$ cat config.mk
export PLATFORM = sky130hd
export DESIGN_NAME = output_signature_compactor
export DESIGN_NICKNAME = d
export VERILOG_FILES = /design/src/rtl/compactor_pkg.sv /design/src/rtl/signature_shifter.sv /design/src/rtl/output_signature_compactor.sv
export SDC_FILE = /design/constraint.sdc
export NUM_CORES = 1
export LEC_CHECK = 0
export CAP_MARGIN = 30
export CELL_PAD_IN_SITES_DETAIL_PLACEMENT = 0
export CELL_PAD_IN_SITES_GLOBAL_PLACEMENT = 1
export CORE_ASPECT_RATIO = 1.4
export CORE_MARGIN = 2
export CORE_UTILIZATION = 44
export DETAILED_ROUTE_END_ITERATION = 8
export PLACE_DENSITY = 0.82
export SYNTH_ARGS = -nofsm -noshare
export SYNTH_HDL_FRONTEND = slang
export SYNTH_SLANG_ARGS = --single-unit
$ cat constraint.sdc
create_clock -name clk -period 3.6 [get_ports clk]
set_input_delay 0.72 -clock clk [delete_from_list [all_inputs] [get_ports clk]]
set_output_delay 0.72 -clock clk [all_outputs]
set_load 0.1 [all_outputs]
$ cat src/rtl/compactor_pkg.sv
// Shared types and constants for the output signature compactor.
package compactor_pkg;

  typedef enum logic {
    IDLE,
    SHIFT
  } state_t;

  localparam logic [31:0] DEFAULT_POLY = 32'h04C1_1DB7;
  localparam int unsigned COUNT_WIDTH  = 16;

endpackage

$ cat src/rtl/signature_shifter.sv
// Snapshot register and serial readout FSM: captures LEN bits on request
// and streams them MSB first, one bit per cycle.
module signature_shifter
  import compactor_pkg::*;
#(
  parameter int unsigned LEN = 32
) (
  input  logic           clk,
  input  logic           reset,
  input  logic           snap_req,
  input  logic [LEN-1:0] snap_data,
  output logic           busy,
  output logic           sig_out_bit,
  output logic           sig_out_valid,
  output logic           sig_out_last
);

  localparam int unsigned CW = (LEN > 1) ? $clog2(LEN) : 1;
  localparam logic [CW-1:0] LAST_CNT     = CW'(LEN - 1);
  localparam logic [CW-1:0] PRE_LAST_CNT = CW'(LEN - 2);

  state_t         state;
  logic [LEN-1:0] shadow;
  logic [CW-1:0]  bitcnt;

  // Shadow shifts in zeros, so after LEN shifts it is empty and the serial
  // bit returns to 0 without extra gating.
  assign sig_out_bit   = shadow[LEN-1];
  assign sig_out_valid = busy;

  always_ff @(posedge clk or posedge reset) begin
    if (reset) begin
      state        <= IDLE;
      shadow       <= '0;
      bitcnt       <= '0;
      busy         <= 1'b0;
      sig_out_last <= 1'b0;
    end else begin
      case (state)
        IDLE: begin
          if (snap_req) begin
            shadow       <= snap_data;
            bitcnt       <= '0;
            state        <= SHIFT;
            busy         <= 1'b1;
            sig_out_last <= (LEN == 1);
          end
        end
        SHIFT: begin
          shadow <= shadow << 1;
          if (bitcnt == LAST_CNT) begin
            bitcnt       <= '0;
            state        <= IDLE;
            busy         <= 1'b0;
            sig_out_last <= 1'b0;
          end else begin
            bitcnt       <= bitcnt + 1'b1;
            sig_out_last <= (bitcnt == PRE_LAST_CNT);
          end
        end
        default: state <= IDLE;
      endcase
    end
  end

endmodule

$ cat src/rtl/output_signature_compactor.sv
// MISR compactor for unused DUT outputs with serial readout and live parity.
// Define COMPACTOR_CAPTURE_COUNT_EN to append a 16-bit valid count to the stream.
module output_signature_compactor
  import compactor_pkg::*;
#(
  parameter int unsigned           WIDTH     = 64,
  parameter int unsigned           SIG_WIDTH = 32,
  parameter logic [SIG_WIDTH-1:0]  POLY      = SIG_WIDTH'(DEFAULT_POLY),
  parameter logic [SIG_WIDTH-1:0]  SEED      = SIG_WIDTH'(32'h0000_0001)
) (
  input  logic             clk,
  input  logic             reset,
  input  logic [WIDTH-1:0] data_in,
  input  logic             data_valid,
  input  logic             snap_req,
  output logic             busy,
  output logic             sig_out_bit,
  output logic             sig_out_valid,
  output logic             sig_out_last,
  output logic             sig_parity
);

  localparam int unsigned NCHUNK = (WIDTH + SIG_WIDTH - 1) / SIG_WIDTH;
  localparam int unsigned PAD_W  = NCHUNK * SIG_WIDTH;
`ifdef COMPACTOR_CAPTURE_COUNT_EN
  localparam int unsigned LEN = SIG_WIDTH + COUNT_WIDTH;
`else
  localparam int unsigned LEN = SIG_WIDTH;
`endif

  logic [PAD_W-1:0]     padded;
  logic [SIG_WIDTH-1:0] fold;
  logic [SIG_WIDTH-1:0] step;
  logic [SIG_WIDTH-1:0] sig;
  logic [LEN-1:0]       snap_data;

  assign padded = PAD_W'(data_in);

  always_comb begin
    fold = '0;
    for (int unsigned i = 0; i < NCHUNK; i++) begin
      fold = fold ^ padded[i*SIG_WIDTH +: SIG_WIDTH];
    end
  end

  always_comb begin
    step = {sig[SIG_WIDTH-2:0], 1'b0} ^ (sig[SIG_WIDTH-1] ? POLY : '0);
  end

  always_ff @(posedge clk or posedge reset) begin
    if (reset) begin
      sig <= SEED;
    end else if (data_valid) begin
      sig <= step ^ fold;
    end
  end

  assign sig_parity = ^sig;

`ifdef COMPACTOR_CAPTURE_COUNT_EN
  logic [COUNT_WIDTH-1:0] valid_count;

  always_ff @(posedge clk or posedge reset) begin
    if (reset) begin
      valid_count <= '0;
    end else if (data_valid && (valid_count != '1)) begin
      valid_count <= valid_count + 1'b1;
    end
  end

  assign snap_data = {sig, valid_count};
`else
  assign snap_data = sig;
`endif

  signature_shifter #(
    .LEN(LEN)
  ) u_shifter (
    .clk          (clk),
    .reset        (reset),
    .snap_req     (snap_req),
    .snap_data    (snap_data),
    .busy         (busy),
    .sig_out_bit  (sig_out_bit),
    .sig_out_valid(sig_out_valid),
    .sig_out_last (sig_out_last)
  );

endmodule

# After elaboration in Yosys (flattened, before gate mapping)
# Index checks and enable logic that the tools add are counted.
[word_totals]
reg_bits = 72
elab_cells = 32
[op_classes]
addsub = 1
eq_ne = 4
mux = 15
n_bitwise = 4
n_reduce_logical = 2
[ops]
columns = ["cell", "n"]
rows = [
  ["$pmux 32 s2", 1],
  ["$xor 32x32->32", 2],
  ["$mux 32", 1],
  ["$reduce_xor 32->1", 1],
  ["$xor 32x27->32", 1],
  ["$mux 27", 1],
  ["$eq 5x5->1 const B", 2],
  ["$mux 5", 2],
  ["$pmux 5 s2", 1],
  ["$mux 1", 6],
  ["$pmux 1 s2", 3],
  ["$add 5x1->5 const B", 1],
  ["$ne 2x2->1 const B", 2],
  ["$reduce_and 2->1", 1],
  ["$not 1->1", 1],
]

# Longest topological paths before layout
[logic_depth]
ltp_word = 3
ltp_mapped = 7
mapped_depth_nobuf = 7

# By module
# A second synthesis with hierarchy kept.
[unflattened]
cells_unflattened = 367
area_unflattened_um2 = 4040.1
[by_module_without_submodules]
columns = ["mod", "instances", "cells_per_inst", "area_each_um2", "seq_area_each_um2"]
rows = [
  ["output_signature_compactor", 1, 191, 2104.5, 802.0],
  ["signature_shifter", 1, 176, 1935.6, 1001.0],
]

# Least setup slack after synthesis
# OpenSTA, ideal clock, no wires.
[synth_path]
path_kind = "register -> output"
from = "reg sig[0]"
to = "out sig_parity"
arrival_time_ns = 2.667
required_time_ns = 2.880
slack_ns = 0.213
path_stages_with_launch = 6
path_buffers = 0
cell_sequence = "dfstp_2 > xor2_2 > xnor2_1 > xnor2_1 > xnor2_1 > xnor2_1"
[synth_between]
elab_chain_cells = 1
[synth_lines]
columns = ["item", "line_no", "source"]
rows = [
  ["start, declared", "output_signature_compactor.sv:34", "logic [SIG_WIDTH-1:0] sig;"],
  ["start signal, assigned", "output_signature_compactor.sv:54", "sig <= step ^ fold;"],
  ["$reduce_xor 32->1", "output_signature_compactor.sv:58", "assign sig_parity = ^sig;"],
  ["end, declared", "output_signature_compactor.sv:20", "output logic sig_parity"],
]
# Every way passes these cells.

# Worst setup path in the final report
[layout_path]
from = "reg sig[23]"
to = "out sig_parity"
# Same word-level chain as after synthesis.

==> summary.md <==
- 4 — largest fanout on the critical path
- 0 — final setup violation count
- 0 ps — summed negative setup slack over all endpoints
- sky130_fd_sc_hd__clkbuf_16 — root buffer cell
- 25 — number of different library cells in the post-synthesis netlist
- 439 — total nets after synthesis
- 4 — Pre-antenna DRT Iters
- 8660 sq um — core box area
- done — clock tree from TritonCTS
- flop — Setup crit start kind
- 0 — Max Cap Viol
- 2681 — number of vias in the routed layout
- 40 — row count
- reg -> reg — hold crit path type
- 2680 ps — time the final worst path needs with I/O delays and setup
- sky130_fd_sc_hd__xnor2_1 — most common cell after layout, fill and taps aside
- 7440 um — total wirelength of the detailed-routed design
- 0 — post-CTS repair timing setup buffer count
- 4.93 — vias per std cell
- 16.5% — total routing resource utilization after global routing
- 2761 — vias in the first global route
- 116 um — Die H
- 1030 ps — Worst-Margin Slew
- 31.4% — max_slew headroom
- 747 — FILL cells
- 5140 um — Detail Placement HPWL
- 60 ps — Clock transition at path regs
- 73 — total I/O pin count
- 367 — Post-Syn Instances
- 0 — Post-CTS Hold Fix Bufs
- 2 — maximum clock insertion buffer count
- sig[23] — CP startpoint
- false — setup repair after global routing missed its margin
- 74.3% — final worst path period share
- 374 MHz — highest clock frequency the design can meet
- 12600 um — global-route wire length before repair
- 0 — number of inserted diodes
- 0 — endpoints failing hold
- 1.27% — post-synthesis share of cell area spent on full adders, half adders and majority gates
- 24.0% — post-synthesis share of cell area spent on xor and xnor gates
- u_shifter.state — startpoint of the worst register-to-register path
- 84 um — die boundary width
- 10.7 sq um — synthesized area divided by synthesized cell count
- 9.57% — layout cell share with drive strength beyond 1
- 1960 ps — Data arrival, critical path
- 506 — Final Net Count
- 0 — CTS resizes
- 72 — IO buf count
- 0 — final number of max-transition violations
- 70 — maximum number of pins on one net before global-route repair
- 3 — R2R cell count
- 2880 ps — CP required
- 72 — Yosys reg bits
- 9 — Inserted Clock Buffers
- 0 — number of antenna-violating nets in the routed design
- 170 — Detailed Route Iter0 Violations
- reg -> out — start-to-end type of the worst setup path
- 330 ps — latest clock arrival within the worst-skew pair
- 0 — warnings from Yosys
- 27.2% — relative area change from synthesis to final layout
- 0.782 — routability congestion estimate from global placement
- 13.8% — mux contribution to synthesized area
- XOR/XNOR gates — largest family of logic cells by synthesized area
- 45.5% — initial core utilization
- 5.08 ps — Worst Skew
- sig_parity — worst setup path end
- 0 — GRT Residual Overflow
- 72 — sink count of the clock tree
- 1780 ps — reg-to-reg slack, setup
- output pin — category of the worst setup path capture point
- 5.68% — simple-gate area share of the yosys netlist
- u_shifter.bitcnt[2] — reg-to-reg critical path endpoint
- 45.7% — sequential cell area fraction in the yosys report
- 3940 sq um — post-synthesis instance area
- 6.92% — area fraction in compound gates after synthesis
- 13.7 um — routed wirelength normalized by instance count
- 2 — Worst Hold Path Cells
- 9740 sq um — overall die area
- 0 — number of remaining DRC errors
- 3 — number of H-tree levels
- 0 — antenna violations before repair
- complete, no violations — run status
- sky130_fd_sc_hd__xnor2_1, sky130_fd_sc_hd__dfrtp_1, sky130_fd_sc_hd__clkdlybuf4s50_1, sky130_fd_sc_hd__o21ai_0, sky130_fd_sc_hd__nand2_1 — most frequent cells in the layout
-- flip-flops by register name, indices dropped and copies added (netlist names) --
name,flops
sig,32
u_shifter.shadow,32
u_shifter.bitcnt,5
u_shifter.busy,1
u_shifter.sig_out_last,1
u_shifter.state,1
-- Yosys cell counts --
cell	instances	area, sq um
sky130_fd_sc_hd__xnor2_1	102	893
sky130_fd_sc_hd__dfrtp_1	71	1780
sky130_fd_sc_hd__o21ai_0	37	185
sky130_fd_sc_hd__nand2_1	34	128
sky130_fd_sc_hd__mux2i_1	32	320
sky130_fd_sc_hd__mux2_2	20	225
sky130_fd_sc_hd__nor2_1	16	60.1
sky130_fd_sc_hd__a21oi_1	13	65.1
sky130_fd_sc_hd__clkbuf_1	9	33.8
sky130_fd_sc_hd__buf_2	7	35.0
sky130_fd_sc_hd__ha_1	4	50.1
sky130_fd_sc_hd__inv_1	4	15.0
sky130_fd_sc_hd__xor2_1	4	35.0
sky130_fd_sc_hd__buf_4	2	15.0
sky130_fd_sc_hd__nand2b_1	2	12.5
sky130_fd_sc_hd__a22o_1	1	8.76
sky130_fd_sc_hd__and3_1	1	6.26
sky130_fd_sc_hd__buf_1	1	3.75
sky130_fd_sc_hd__dfstp_2	1	26.3
sky130_fd_sc_hd__nand3_1	1	5.00
sky130_fd_sc_hd__nand4_1	1	6.26
sky130_fd_sc_hd__nor2b_1	1	6.26
sky130_fd_sc_hd__o22ai_1	1	6.26
sky130_fd_sc_hd__o31ai_1	1	7.51
sky130_fd_sc_hd__xor2_2	1	16.3
-- metrics by stage --
stage | setup WS [ps] | instances | area (sq um) | util (%) | hold WS, ps
finish | 924 | 544 | 5020 | 57.9 | 472
global route | 815 | 544 | 5020 | 57.9 | 492
CTS | 885 | 544 | 5020 | 57.9 | 476
detailed placement | 1240 | 528 | 4740 | 54.8 | 465
global placement | 1260 | 528 | 4740 | 54.8 | 464
floorplan | 213 | 367 | 3940 | - | 449
-- metal layers --
metal / vias to the layer above / routed length [um] / GRT usage (%)
met4: 0 / 132 / 7.63
li1: 1351 / - / -
met5: - / 0 / 0
met2: 48 / 3860 / 29.1
met3: 10 / 246 / 3.99
met1: 1272 / 3200 / 19.1
-- area by class of cell --
type	instances	area, sq um	share of cell area (%)
repair buffers	75	756	15.1
multi-input cells	272	2040	40.6
inverters	4	15.0	0.299
well taps	105	131	2.62
clock inverters	1	5.00	0.0998
flip-flops and latches	72	1800	36.0
clock buffers	15	268	5.34
-- critical path, cell delays in order, from the launching register on --
cell and delay [ps]:
sky130_fd_sc_hd__dfrtp_1 420, sky130_fd_sc_hd__xnor2_1 250, sky130_fd_sc_hd__xnor2_1 160, sky130_fd_sc_hd__xnor2_1 180, sky130_fd_sc_hd__xnor2_1 140, sky130_fd_sc_hd__xnor2_1 260, sky130_fd_sc_hd__buf_12 210
-- worst min path at each step --
| stage | end | slack, ps | startpoint |
|---|---|---|---|
| final | u_shifter.shadow[2] | 470 | u_shifter.shadow[1] |
| after global routing | u_shifter.shadow[2] | 490 | u_shifter.shadow[1] |
| after CTS | u_shifter.shadow[2] | 480 | u_shifter.shadow[1] |
| after detailed placement | u_shifter.shadow[2] | 460 | u_shifter.shadow[1] |
| after global placement | u_shifter.shadow[4] | 460 | u_shifter.shadow[3] |
| after floorplan | u_shifter.shadow[10] | 450 | u_shifter.shadow[9] |
-- cells by family after synthesis --
family | after synthesis
XOR/XNOR | 107
buffers and inverters | 23
multiplexers | 52
AND/OR/NAND/NOR | 56
flip-flops | 72
AO/OA/AOI/OAI | 53
adder cells (fa/ha/maj) | 4
Power is not shown: default switching activity piles up to over one toggle a cycle in this logic, so the estimate is an artifact.
